==> config.mk <==
export PLATFORM = sky130hd
export DESIGN_NAME = ps2_host_tx_flat
export DESIGN_NICKNAME = d
export VERILOG_FILES = /design/src/rtl/bk_ps2_pkg.sv /design/src/rtl/ps2_host_tx_if.sv /design/src/rtl/ps2_line_filter.sv /design/src/rtl/ps2_host_tx.sv /design/src/flat_wrapper.sv
export SDC_FILE = /design/constraint.sdc
export NUM_CORES = 1
export LEC_CHECK = 0
export CORE_UTILIZATION = 50
export DETAILED_ROUTE_END_ITERATION = 8
export PLACE_DENSITY_LB_ADDON = 0.25
export SLEW_MARGIN = 20
export SYNTH_ARGS = -nofsm -noshare
export SYNTH_HDL_FRONTEND = slang
export SYNTH_SLANG_ARGS = --single-unit
==> constraint.sdc <==
create_clock -name clk25 -period 4 [get_ports clk25]
set_clock_uncertainty 0.15 [all_clocks]
set_input_delay 0.8 -clock clk25 [delete_from_list [all_inputs] [get_ports clk25]]
set_output_delay 0.8 -clock clk25 [all_outputs]
set_load 0.03 [all_outputs]
==> src/rtl/bk_ps2_pkg.sv <==
// Shared types and constants for the PS/2 host-side blocks.
//  state_t   : host transmitter FSM states
//  CMD_*     : common keyboard command bytes, ACK_BYTE is the keyboard's reply
//  cnt_t     : shared 19-bit timer type (inhibit, RTS and packet timers)
//  frame_word: {stop, odd parity, data}, shifted out LSB first
package bk_ps2_pkg;

  typedef enum logic [3:0] {
    IDLE, INHIBIT, RTS, WAIT_CLK, SEND, ACK, WAIT_IDLE, ABORT, FINISH
  } state_t;

  localparam logic [7:0] CMD_SET_LEDS = 8'hED;
  localparam logic [7:0] CMD_RESET    = 8'hFF;
  localparam logic [7:0] ACK_BYTE     = 8'hFA;

  localparam int CNT_W = 19;
  typedef logic [CNT_W-1:0] cnt_t;

  function automatic logic [9:0] frame_word(input logic [7:0] d);
    return {1'b1, ~^d, d};
  endfunction

endpackage

==> src/rtl/ps2_host_tx_if.sv <==
// Command handshake between a controller and the PS/2 host transmitter.
//  tx_data_i/tx_start_i : byte and one-cycle start request (controller -> tx)
//  busy_o/tx_active_o   : attempt in progress (tx_active_o also gates kbd_intf)
//  done_o               : one-cycle end-of-attempt pulse
//  ack_err_o/timeout_o  : attempt result, valid with done_o
interface ps2_host_tx_if;
  logic [7:0] tx_data_i;
  logic       tx_start_i;
  logic       busy_o;
  logic       tx_active_o;
  logic       done_o;
  logic       ack_err_o;
  logic       timeout_o;

  modport master (
    output tx_data_i, tx_start_i,
    input  busy_o, tx_active_o, done_o, ack_err_o, timeout_o
  );

  modport slave (
    input  tx_data_i, tx_start_i,
    output busy_o, tx_active_o, done_o, ack_err_o, timeout_o
  );
endinterface

==> src/rtl/ps2_line_filter.sv <==
// Synchroniser + glitch filter for a raw PS/2 line.
//  clk25, reset_in : system clock, synchronous active-high reset
//  raw             : asynchronous pin
//  level           : filtered level; changes only after FILTER_LEN equal samples
//  fall            : one-cycle strobe, coincident with level going 1 -> 0
module ps2_line_filter #(
  parameter int FILTER_LEN = 8
) (
  input  logic clk25,
  input  logic reset_in,
  input  logic raw,
  output logic level,
  output logic fall
);

  localparam int CW = $clog2(FILTER_LEN + 1);

  logic [1:0]    sync;
  logic [CW-1:0] run;

  always_ff @(posedge clk25) begin
    if (reset_in) begin
      sync  <= 2'b11;
      level <= 1'b1;
      run   <= '0;
      fall  <= 1'b0;
    end else begin
      sync <= {sync[0], raw};
      fall <= 1'b0;
      // run counts consecutive samples that disagree with the accepted level
      if (sync[1] != level) begin
        if (run == CW'(FILTER_LEN - 1)) begin
          level <= sync[1];
          run   <= '0;
          fall  <= level;
        end else begin
          run <= run + 1'b1;
        end
      end else begin
        run <= '0;
      end
    end
  end

endmodule

==> src/rtl/ps2_host_tx.sv <==
// PS/2 host-to-device transmitter (request-to-send, one byte per attempt).
//  clk25, reset_in          : 25 MHz clock, synchronous active-high reset
//  bus (slave)              : command handshake, see ps2_host_tx_if
//  PS2_Clk, PS2_Data        : raw open-drain pins (asynchronous)
//  ps2_clk_oe_o             : 1 = pull PS2_Clk low
//  ps2_data_oe_o            : 1 = pull PS2_Data low
module ps2_host_tx
  import bk_ps2_pkg::*;
#(
  parameter int INHIBIT_CYCLES = 2600,
  parameter int RTS_TIMEOUT    = 375000,
  parameter int PKT_TIMEOUT    = 50000,
  parameter int FILTER_LEN     = 8
) (
  input  logic         clk25,
  input  logic         reset_in,
  ps2_host_tx_if.slave bus,
  input  logic         PS2_Clk,
  input  logic         PS2_Data,
  output logic         ps2_clk_oe_o,
  output logic         ps2_data_oe_o
);

  localparam cnt_t INH_LAST = cnt_t'(INHIBIT_CYCLES - 1);
  localparam cnt_t RTS_LAST = cnt_t'(RTS_TIMEOUT - 1);
  localparam cnt_t PKT_LAST = cnt_t'(PKT_TIMEOUT - 1);

  state_t     state;
  logic [9:0] shreg;
  logic [3:0] bitcnt;
  cnt_t       cnt;
  logic [1:0] data_sync;
  logic       clk_f, fall;
  logic       busy, done, ack_err, timeout;

  ps2_line_filter #(.FILTER_LEN(FILTER_LEN)) u_clk_filt (
    .clk25    (clk25),
    .reset_in (reset_in),
    .raw      (PS2_Clk),
    .level    (clk_f),
    .fall     (fall)
  );

  always_ff @(posedge clk25) begin
    if (reset_in) data_sync <= 2'b11;
    else          data_sync <= {data_sync[0], PS2_Data};
  end

  assign bus.busy_o      = busy;
  assign bus.tx_active_o = busy;
  assign bus.done_o      = done;
  assign bus.ack_err_o   = ack_err;
  assign bus.timeout_o   = timeout;

  // Packet timer runs from the first device fall; it is not restarted per edge.
  wire pkt_expired = (cnt == PKT_LAST);

  always_ff @(posedge clk25) begin
    if (reset_in) begin
      state         <= IDLE;
      shreg         <= '1;
      bitcnt        <= '0;
      cnt           <= '0;
      busy          <= 1'b0;
      done          <= 1'b0;
      ack_err       <= 1'b0;
      timeout       <= 1'b0;
      ps2_clk_oe_o  <= 1'b0;
      ps2_data_oe_o <= 1'b0;
    end else begin
      done <= 1'b0;
      case (state)
        IDLE: if (bus.tx_start_i) begin
          shreg        <= frame_word(bus.tx_data_i);
          ack_err      <= 1'b0;
          timeout      <= 1'b0;
          busy         <= 1'b1;
          cnt          <= '0;
          ps2_clk_oe_o <= 1'b1;
          state        <= INHIBIT;
        end
        INHIBIT: begin
          cnt <= cnt + 1'b1;
          if (cnt == INH_LAST) begin
            ps2_data_oe_o <= 1'b1;  // start bit, clock still held
            state         <= RTS;
          end
        end
        RTS: begin
          ps2_clk_oe_o <= 1'b0;
          cnt          <= '0;
          state        <= WAIT_CLK;
        end
        WAIT_CLK: begin
          if (fall) begin
            ps2_data_oe_o <= ~shreg[0];
            shreg         <= {1'b1, shreg[9:1]};
            bitcnt        <= 4'd1;
            cnt           <= '0;
            state         <= SEND;
          end else if (cnt == RTS_LAST) begin
            timeout <= 1'b1;
            state   <= ABORT;
          end else begin
            cnt <= cnt + 1'b1;
          end
        end
        SEND: begin
          cnt <= cnt + 1'b1;
          if (pkt_expired) begin
            timeout <= 1'b1;
            state   <= ABORT;
          end else if (fall) begin
            ps2_data_oe_o <= ~shreg[0];
            shreg         <= {1'b1, shreg[9:1]};
            bitcnt        <= bitcnt + 1'b1;
            if (bitcnt == 4'd9) state <= ACK;  // this fall drove the stop bit
          end
        end
        ACK: begin
          cnt <= cnt + 1'b1;
          if (pkt_expired) begin
            timeout <= 1'b1;
            state   <= ABORT;
          end else if (fall) begin
            ack_err <= data_sync[1];
            state   <= WAIT_IDLE;
          end
        end
        WAIT_IDLE: begin
          cnt <= cnt + 1'b1;
          if (pkt_expired) begin
            timeout <= 1'b1;
            ack_err <= 1'b0;  // a timeout hides any ack error
            state   <= ABORT;
          end else if (clk_f && data_sync[1]) begin
            state <= FINISH;
          end
        end
        ABORT: begin
          ps2_clk_oe_o  <= 1'b0;
          ps2_data_oe_o <= 1'b0;
          state         <= FINISH;
        end
        FINISH: begin
          done  <= 1'b1;
          busy  <= 1'b0;
          state <= IDLE;
        end
        default: state <= IDLE;
      endcase
    end
  end

endmodule
==> src/flat_wrapper.sv <==
// flat-port wrapper written by rule: the top's interface ports become plain ports
module ps2_host_tx_flat import bk_ps2_pkg::*;
#(
  parameter int INHIBIT_CYCLES = 2600,
  parameter int RTS_TIMEOUT    = 375000,
  parameter int PKT_TIMEOUT    = 50000,
  parameter int FILTER_LEN     = 8
)
  (clk25, reset_in, PS2_Clk, PS2_Data, ps2_clk_oe_o, ps2_data_oe_o, bus_tx_data_i, bus_tx_start_i, bus_busy_o, bus_tx_active_o, bus_done_o, bus_ack_err_o, bus_timeout_o);
  ps2_host_tx_if bus_i ();
  input  logic clk25;
  input  logic reset_in;
  input  logic PS2_Clk;
  input  logic PS2_Data;
  output logic ps2_clk_oe_o;
  output logic ps2_data_oe_o;
  input wire logic [$bits(bus_i.tx_data_i)-1:0] bus_tx_data_i;
  input wire logic [$bits(bus_i.tx_start_i)-1:0] bus_tx_start_i;
  output wire logic [$bits(bus_i.busy_o)-1:0] bus_busy_o;
  output wire logic [$bits(bus_i.tx_active_o)-1:0] bus_tx_active_o;
  output wire logic [$bits(bus_i.done_o)-1:0] bus_done_o;
  output wire logic [$bits(bus_i.ack_err_o)-1:0] bus_ack_err_o;
  output wire logic [$bits(bus_i.timeout_o)-1:0] bus_timeout_o;
  assign bus_i.tx_data_i = bus_tx_data_i;
  assign bus_i.tx_start_i = bus_tx_start_i;
  assign bus_busy_o = bus_i.busy_o;
  assign bus_tx_active_o = bus_i.tx_active_o;
  assign bus_done_o = bus_i.done_o;
  assign bus_ack_err_o = bus_i.ack_err_o;
  assign bus_timeout_o = bus_i.timeout_o;
  ps2_host_tx #(.INHIBIT_CYCLES(INHIBIT_CYCLES), .RTS_TIMEOUT(RTS_TIMEOUT), .PKT_TIMEOUT(PKT_TIMEOUT), .FILTER_LEN(FILTER_LEN)) u_core (.clk25(clk25), .reset_in(reset_in), .bus(bus_i), .PS2_Clk(PS2_Clk), .PS2_Data(PS2_Data), .ps2_clk_oe_o(ps2_clk_oe_o), .ps2_data_oe_o(ps2_data_oe_o));
endmodule
==> results of run 1 <==
cell families after synthesis:
group	after synthesis	share of synthesized area, %
flip-flops	52	35.5
multiplexers	14	4.82
XOR/XNOR	24	7.17
AND/OR/NAND/NOR	169	32.0
buffers and inverters	28	4.44
AO/OA/AOI/OAI	59	13.9
adder cells (fa/ha/maj)	5	2.13
registers in the layout, indices dropped and copies added, names as in the netlist:
signal	count
u_core.u_clk_filt.run	4
u_core.ps2_clk_oe_o	1
u_core.cnt	19
u_core.data_sync	2
u_core.u_clk_filt.level	1
u_core.u_clk_filt.sync	2
u_core.bitcnt	4
u_core.bus.timeout_o	1
u_core.bus.done_o	1
u_core.bus.ack_err_o	1
u_core.shreg	9
u_core.state	4
u_core.u_clk_filt.fall	1
u_core.bus.busy_o	1
u_core.ps2_data_oe_o	1
worst register-to-register path: cells and delay by family (launching register included):
family	cells	cell delay, ns
flops	1	0.86
mux	1	0.32
simple gates	5	1.58
metal layers:
metal  up-vias  track usage [%]  wire (µm)
met5         -                0          0
met4         0             7.78         96
met3         8             2.79        242
met2        70             31.7       2660
met1      1160             28.6       2970
li1       1287                -          -
where the power goes:
part | internal, W | switching [W]
sequential | 0.000584 | 0.0000816
clock | 0.000185 | 0.000180
combinational | 0.000253 | 0.000321
total | 0.00102 | 0.000582
cell usage after synthesis (4+ instances only):
library cell / instances / area [µm²]
a211o_1: 9 / 78.8
a211oi_1: 4 / 30.0
a21oi_1: 15 / 75.1
a31oi_1: 4 / 25.0
and3_1: 7 / 43.8
buf_2: 5 / 25.0
clkbuf_1: 12 / 45.0
dfxtp_1: 52 / 1040
ha_1: 5 / 62.6
mux2i_1: 13 / 130
nand2_1: 27 / 101
nand2b_1: 5 / 31.3
nand3_1: 16 / 80.1
nand4_1: 10 / 62.6
nand4b_1: 4 / 35.0
nor2_1: 46 / 173
nor3_1: 7 / 35.0
nor3b_1: 4 / 30.0
nor4_1: 5 / 31.3
o21ai_0: 4 / 20.0
o21ai_1: 4 / 20.0
o31ai_1: 5 / 37.5
or2_2: 4 / 25.0
or3_1: 5 / 31.3
or4_1: 4 / 30.0
xnor2_1: 9 / 78.8
xor2_1: 15 / 131
final cells by class:
cell class / count / area share (%)
Clock buffer: 5 / 2.12
Clock inverter: 3 / 1.31
Inverter: 6 / 0.692
Multi-Input combinational cell: 271 / 54.1
Sequential cell: 52 / 32.0
Tap cell: 72 / 2.77
Timing Repair Buffer: 24 / 7.00
per-stage QoR:
stage	hold slack (ns)	utilization [%]	instance area, µm²
2_1_floorplan	0.239	-	2930
3_3_place_gp	0.242	56.4	3140
3_5_place_dp	0.243	56.4	3140
4_1_cts	0.265	58.4	3250
5_1_grt	0.275	58.4	3250
6_report	0.266	58.4	3250
placed cells by master, fill, tap and decap left out, drive strengths merged, types with 5 or more instances in the layout:
cell type | synthesis | final
clkdlybuf4s50 | 0 | 19
nor3 | 8 | 8
or3 | 5 | 5
and3 | 7 | 7
ha | 5 | 5
mux2i | 13 | 13
o31ai | 5 | 5
a21oi | 15 | 15
dfxtp | 52 | 52
a211o | 9 | 9
nor4 | 6 | 6
nand2 | 28 | 28
nor2 | 46 | 46
xor2 | 15 | 15
inv | 5 | 5
xnor2 | 9 | 9
nand3 | 17 | 17
nand4 | 10 | 10
o21ai | 9 | 9
clkbuf | 12 | 5
nand2b | 5 | 5
buf | 10 | 5
final timing paths:
path                               endpoint
max             u_core.cnt[16]$_SDFFE_PP0P_
min          u_core.data_sync[1]$_SDFF_PP1_
max reg2reg     u_core.cnt[16]$_SDFFE_PP0P_
min reg2reg  u_core.data_sync[1]$_SDFF_PP1_
==> reports/metrics.cfg, run 1 <==
[yosys]
synth_cell_types=63
syn_area_mm2=0.00293
ys_warn_count=0
synth_seq_cells=52
seq_area_frac_synth_pct=35.5
syn_inst=351
syn-num-nets=369
synth-main-ff-cell=dfxtp_1
synth-edff-count=0
postSynthAreaPerCell_um2=8.35
async_flop_share_pct=0

[sta]
max_freq_ghz=0.333
tightest_slew_ns=0.802
relSlewSlack_pct=46.5
rsz0062_at_grt=false
finalMaxSlewViolations=0
finalCritPeriodShare_pct=75.0
worst_slack_ns=0.998
fin_setup_tns_ns=0
hold_viol=0
setup_viol_count_final=0
min_period_ns=3.00

[clock_network]
cts_buffers=5
post_cts_resized=0
cts_setup_buffers=0
clockRootBuffer=clkbuf_8
h-tree-depth=2
cts_tree=yes
cts_buffer_depth=2
clkSinkCount=52
insertion_delay_ns=0.31
hold_buffers=0
cts.clk_slew.worst_paths_ns=0.09

[routing]
drcViolationCount=0
avgViaCountPerCell=5.83
drt_wl_total_mm=5.97
drtPass1Iterations=5
dr_total_vias=2525
wire_per_inst_um=13.8
drtAntennaViolNets=0
drtIter0Drc=211

[layout]
drive_gt1_share_pct=7.48
layout.cells.non_filler=433
area_growth_syn_to_layout_pct=11.0
n_antenna_cell=0
regArea_mm2=0.00104
nNetsFinal=378
multi_input_area_mm2=0.00176
n_fill_cell=511

[die]
num_io_pins=20
die_h_um=78.6
start_util_pct=52.6
die_x_um=78.6
die_area_mm2=0.00617
core_mm2=0.00557
fp-row-count=27

[global_routing]
grt_pass1_vias=2221
grt_pass1_wl_mm=10.2
track_usage_pct=20.5
grt_overflow=0
grt_max_degree=27
antenna_found_initial=0

[setup_path]
cp_max_fo=26
slowest_delay_ns=0.86
crit_chain=nor2b_1 -> and2_1 -> nand4_1 -> nand3_1 -> nor4_1 -> mux2_1
r2r_setup_slack_ns=1.0
crit_buf_inv=0
crit_required_ns=4.05
startpoint=u_core.state[0]$_SDFFE_PP0P_
critPathLaunchType=flip-flop
reg2reg_from=u_core.state[0]$_SDFFE_PP0P_
endpoint_kind=flip-flop
cpLargestDelayFamily=simple AND/OR/NAND/NOR gates
cpMaxStageDelayCell=dfxtp_1
cp.depth=6
critPathArrivalTime_ns=3.05
critical_path_class=flip-flop to flip-flop
r2r_cells=6

[placement]
place_ws_ns=0.841
placedCellCount=425
gp_congestion=0.863
post-dp-hpwl_mm=4.14
port_buffers=19

[hold_path]
hold_depth=1
hp-class=flip-flop to flip-flop
min_from=u_core.data_sync[0]$_SDFF_PP1_

[power_and_ir_drop]
peakVddDrop_uv=268
powerDensity_mw_per_mm2=493
total_power_w=0.00160
p_leak_nw=1.14

[status]
status=completed

[run]
cap_violations=0

No activity file was read; power rests on OpenSTA's default activity.
==> run 2, diff against run 1 <==
Clock period 4 ns to 2.87 ns, I/O delays scaled along.
==> reports/metrics.cfg, run 2 (synthesis gave the netlist of run 1 again) <==
[placement]
post-dp-hpwl_mm=4.49  ; +8.5%
gp_congestion=0.870  ; +0.90%
port_buffers=19  ; unchanged
place_ws_ns=0.0572  ; -0.783 ns

[sta]
fin_setup_tns_ns=0  ; unchanged
hold_viol=0  ; unchanged
setup_viol_count_final=0  ; unchanged
min_period_ns=2.50
max_freq_ghz=0.400
tightest_slew_ns=0.559  ; -0.242 ns
worst_slack_ns=0.371  ; -0.627 ns
relSlewSlack_pct=62.6  ; +16 points
rsz0062_at_grt=false
finalCritPeriodShare_pct=87.1
finalMaxSlewViolations=0  ; unchanged

[routing]
drtAntennaViolNets=0  ; unchanged
wire_per_inst_um=14.1  ; +2.1%
avgViaCountPerCell=5.88  ; +0.79%
drcViolationCount=0  ; unchanged
dr_total_vias=2592  ; +2.7%
dr_wl_met2_mm=2.93  ; +10%
highest_layer=met4
met3_length_um=286  ; +18%
drtIter0Drc=147  ; -30%
met1_length_mm=2.93  ; -1.6%
drtPass1Iterations=4  ; -1
drt_wl_total_mm=6.21  ; +3.9%

[setup_path]
critical_path_class=input pin to flip-flop
crit_required_ns=2.92  ; -1.13 ns
endpoint_kind=flip-flop
critPathLaunchType=input pin
critPathArrivalTime_ns=2.55  ; -0.50 ns
cp_max_fo=7  ; -73%

[global_routing]
grt_pass1_vias=2361  ; +6.3%
track_usage_pct=21.9  ; +1.4 points
antenna_found_initial=0  ; unchanged
grt_max_degree=24  ; -11%
grt_overflow=0  ; unchanged
grt_pass1_wl_mm=10.9  ; +7.4%

[clock_network]
clkSinkCount=52  ; unchanged
h-tree-depth=2  ; unchanged
cts_tree=yes
insertion_delay_ns=0.30  ; about the same
hold_buffers=0  ; unchanged
post_cts_resized=0  ; unchanged
cts_buffer_depth=2  ; unchanged
cts_buffers=5  ; unchanged
cts_setup_buffers=0  ; unchanged
clockRootBuffer=clkbuf_8
cts.clk_slew.worst_paths_ns=0.10  ; about the same

[power_and_ir_drop]
peakVddDrop_uv=457  ; +71%
p_leak_nw=1.18  ; +2.9%
powerDensity_mw_per_mm2=664  ; +35%

[die]
die_x_um=78.6  ; unchanged
die_h_um=78.6  ; unchanged
die_area_mm2=0.00617  ; unchanged
fp-row-count=27  ; unchanged
num_io_pins=20  ; unchanged
start_util_pct=52.6  ; unchanged
core_mm2=0.00557  ; unchanged

[layout]
largest_register=u_core.cnt
nNetsFinal=386  ; +2.1%
final_common_cell=dfxtp_1
largestRegisters=u_core.cnt x19, u_core.shreg x9
n_fill_cell=497  ; -2.7%
n_antenna_cell=0  ; unchanged
area_growth_syn_to_layout_pct=12.3
largest_reg_flops=19  ; unchanged
drive_gt1_share_pct=9.49  ; +2.0 points
layout_common_cells=dfxtp_1, nor2_1, nand2_1, clkdlybuf4s50_1, nand3_1

[hold_path]
hp-class=flip-flop to flip-flop

[status]
status=completed

[run]
cap_violations=0  ; unchanged

==> run 2: cell count changes in the layout (fill, tap and decap cells not counted) <==
cell and delta:
clkinvlp_4 -1, bufinv_16 -1, inv_6 +1, clkinv_4 +1
buf_4 +8
==> run 2: worst paths after layout <==
check | slack (ns) | endpoint | start | cells past startpoint
min reg2reg | 0.27 | u_core.u_clk_filt.sync[1]$_SDFF_PP1_ | u_core.u_clk_filt.sync[0]$_SDFF_PP1_ | 1
min | 0.27 | u_core.u_clk_filt.sync[1]$_SDFF_PP1_ | u_core.u_clk_filt.sync[0]$_SDFF_PP1_ | 1
max | 0.37 | u_core.cnt[16]$_SDFFE_PP0P_ | bus_tx_start_i | 6
max reg2reg | 0.40 | u_core.bus.ack_err_o$_SDFFE_PP0P_ | u_core.cnt[9]$_SDFFE_PP0P_ | 7
==> run 2: through the flow <==
| stage | hold slack (ns) | area [µm²] | utilization, % | total power, W | std cells |
|---|---|---|---|---|---|
| 5_1_grt | 0.278 | 3290 | 59.1 | 0.00234 | 441 |
| 3_5_place_dp | 0.246 | 3200 | 57.4 | 0.00177 | 433 |
| 6_report | 0.267 | 3290 | 59.1 | 0.00219 | 441 |
| 2_1_floorplan | 0.239 | 2930 | - | 0.00156 | 351 |
| 4_1_cts | 0.269 | 3290 | 59.1 | 0.00220 | 441 |
| 3_3_place_gp | 0.241 | 3200 | 57.4 | 0.00176 | 433 |
==> run 2: where the power goes <==
| group | switching [W] | internal [W] | total, W |
|---|---|---|---|
| Combinational | 0.000482 | 0.000377 | 0.000859 |
| Clock | 0.000253 | 0.000175 | 0.000428 |
| Sequential | 0.0000853 | 0.000814 | 0.000899 |
| Total | 0.000820 | 0.00137 | 0.00219 |
==> run 2: layout make-up <==
| type | count | area [µm²] | share of cell area [%] |
|---|---|---|---|
| Inverter | 6 | 22.5 | 0.684 |
| Tap cell | 72 | 90.1 | 2.74 |
| Timing Repair Buffer | 32 | 288 | 8.74 |
| Clock inverter | 3 | 22.5 | 0.684 |
| Clock buffer | 5 | 68.8 | 2.09 |
| Multi-Input combinational cell | 271 | 1760 | 53.5 |
| Sequential cell | 52 | 1040 | 31.6 |
==> run 2: critical path, stage by stage <==
cell,delay [ns]
clkdlybuf4s50_1,0.61
inv_2,0.04
a221oi_1,0.36
nand3_1,0.26
nor4_1,0.36
mux2_1,0.34
==> run 2: routing by layer <==
metal,up-vias,track usage [%]
met4,0,6.30
met5,-,0
met3,6,4.19
met1,1219,29.7
li1,1304,-
met2,63,35.0
==> run 3, diff against run 2 <==
Settings changed: GPL_TIMING_DRIVEN set to 0.
==> reports/metrics.cfg, run 3 (synthesis gave the netlist of run 1 again) <==
[clock_network]
insertion_delay_ns=0.32  ; +0.02 ns
cts_buffer_depth=2  ; unchanged
clkSinkCount=52  ; unchanged
cts_buffers=5  ; unchanged
clockRootBuffer=clkbuf_8
cts.clk_slew.worst_paths_ns=0.10  ; about the same
hold_buffers=0  ; unchanged
h-tree-depth=2  ; unchanged
cts_tree=yes

[layout]
layout_common_cells=dfxtp_1, nor2_1, nand2_1, clkdlybuf4s50_1, nand3_1
drive_gt1_share_pct=8.47  ; -1.0 points
largestRegisters=u_core.cnt x19, u_core.shreg x9
fin_util_pct=59.4  ; +0.34 points
largest_reg_flops=19  ; unchanged
n_antenna_cell=0  ; unchanged
area_growth_syn_to_layout_pct=13.0
nNetsFinal=395  ; +2.3%
largest_register=u_core.cnt
design_area_mm2=0.00331  ; +0.57%
layout.cells.non_filler=450  ; +2.0%
final_common_cell=dfxtp_1

[routing]
drcViolationCount=0  ; unchanged
drtPass1Iterations=4  ; unchanged
drtIter0Drc=197  ; +34%
dr_total_vias=2623  ; +1.2%
drtAntennaViolNets=0  ; unchanged
avgViaCountPerCell=5.83  ; -0.83%
drt_wl_total_mm=6.48  ; +4.4%
wire_per_inst_um=14.4  ; +2.4%

[setup_path]
reg2reg_from=u_core.state[1]$_SDFFE_PP0P_
cp_max_fo=7  ; unchanged
critPathLaunchType=input pin
critPathArrivalTime_ns=2.68  ; +0.13 ns
cpMaxStageDelayCell=clkdlybuf4s50_1
startpoint=bus_tx_start_i
r2r_cells=8  ; +1
crit_buf_inv=2  ; unchanged
reg2reg_to=u_core.shreg[5]$_SDFFE_PP1P_
cp.depth=6  ; unchanged
r2r_setup_slack_ns=0.25  ; -0.15 ns
crit_chain=clkdlybuf4s50_1 -> inv_2 -> a221oi_2 -> nand3_1 -> nor4_1 -> mux2_1
crit_end=u_core.cnt[16]$_SDFFE_PP0P_
slowest_delay_ns=0.64  ; +0.03 ns
cpLargestDelayFamily=buffers and inverters
crit_required_ns=2.93  ; about the same
critical_path_class=input pin to flip-flop
endpoint_kind=flip-flop

[placement]
place_area_mm2=0.00321  ; +0.31%
gp_congestion=0.913  ; +4.9%
port_buffers=19  ; unchanged
post-dp-hpwl_mm=4.71  ; +5.0%
placedCellCount=442  ; +2.1%

[sta]
relSlewSlack_pct=62.0  ; -0.66 points
finalMaxSlewViolations=0  ; unchanged
finalCritPeriodShare_pct=91.5  ; +4.4 points
rsz0062_at_grt=false
hold_viol=0  ; unchanged
min_period_ns=2.63  ; +0.126 ns
tightest_slew_ns=0.570  ; +0.0107 ns
setup_viol_count_final=0  ; unchanged
fin_setup_tns_ns=0  ; unchanged
max_freq_ghz=0.381  ; -4.8%

[status]
status=completed

[die]
die_area_mm2=0.00617  ; unchanged
die_x_um=78.6  ; unchanged
core_mm2=0.00557  ; unchanged
start_util_pct=52.6  ; unchanged
die_h_um=78.6  ; unchanged
fp-row-count=27  ; unchanged
num_io_pins=20  ; unchanged

[hold_path]
hp-class=flip-flop to flip-flop
min_from=u_core.u_clk_filt.sync[0]$_SDFF_PP1_

[power_and_ir_drop]
powerDensity_mw_per_mm2=670  ; +0.89%
p_leak_nw=1.17  ; -0.38%
peakVddDrop_uv=387  ; -15%

[global_routing]
grt_pass1_vias=2364  ; +0.13%
grt_max_degree=19  ; -21%
track_usage_pct=22.5  ; +0.66 points
antenna_found_initial=0  ; unchanged
grt_overflow=0  ; unchanged
grt_pass1_wl_mm=11.0  ; +0.82%

[run]
cap_violations=0  ; unchanged

[run 3: layout make-up]
type	instances	area [µm²]
Fill cell	491	2260
Multi-Input combinational cell	271	1770
Sequential cell	52	1040
Timing Repair Buffer	19	190
Buffer	22	108
Tap cell	72	90.1
Clock buffer	5	68.8
Clock inverter	3	25.0
Inverter	6	22.5
[run 3: power by group]
part           leakage (nW)  internal [W]  switching, W  total [W]
clock                0.0452      0.000178      0.000266   0.000444
sequential            0.424      0.000814     0.0000757   0.000890
combinational         0.702      0.000375      0.000510   0.000885
[run 3: metrics by stage]
| stage | hold slack (ns) | total power, W | setup slack [ns] |
|---|---|---|---|
| floorplan | 0.239 | 0.00156 | 0.603 |
| detailed placement | 0.251 | 0.00177 | -0.271 |
| global placement | 0.243 | 0.00177 | -0.263 |
| CTS | 0.276 | 0.00222 | 0.0660 |
| finish | 0.273 | 0.00222 | 0.245 |
| global route | 0.281 | 0.00237 | 0.0765 |
[run 3: timing repair]
| item | CTS | global route |
|---|---|---|
| buffers inserted | 0 | 0 |
| setup endpoints to repair | 0 | 4 |
| gates resized for setup | 0 | 1 |
| hold endpoints to repair | 0 | 0 |
[run 3: worst min path at each step]
stage | end | cells after the start | slack (ns)
6_report | u_core.u_clk_filt.sync[1]$_SDFF_PP1_ | 1 | 0.27
5_1_grt | u_core.u_clk_filt.sync[1]$_SDFF_PP1_ | 1 | 0.28
4_1_cts | u_core.u_clk_filt.sync[1]$_SDFF_PP1_ | 1 | 0.28
2_1_floorplan | u_core.data_sync[1]$_SDFF_PP1_ | 1 | 0.24
3_3_place_gp | u_core.u_clk_filt.sync[1]$_SDFF_PP1_ | 1 | 0.24
3_5_place_dp | u_core.u_clk_filt.sync[1]$_SDFF_PP1_ | 1 | 0.25
[run 3: layer usage]
metal	global-route usage (%)	vias to the layer above	wire length [µm]
li1	-	1315	-
met1	29.4	1212	3010
met2	36.3	87	3020
met3	5.35	9	356
met4	7.22	0	94
met5	0	-	0
[run 3: worst reg2reg max path: stages (launching register included)]
cell	delay [ns]
dfxtp_1	0.37
clkbuf_1	0.22
nor3b_1	0.41
nor2_1	0.09
nor2_1	0.39
buf_2	0.35
mux2i_1	0.21
nor2_1	0.06
a211o_1	0.26
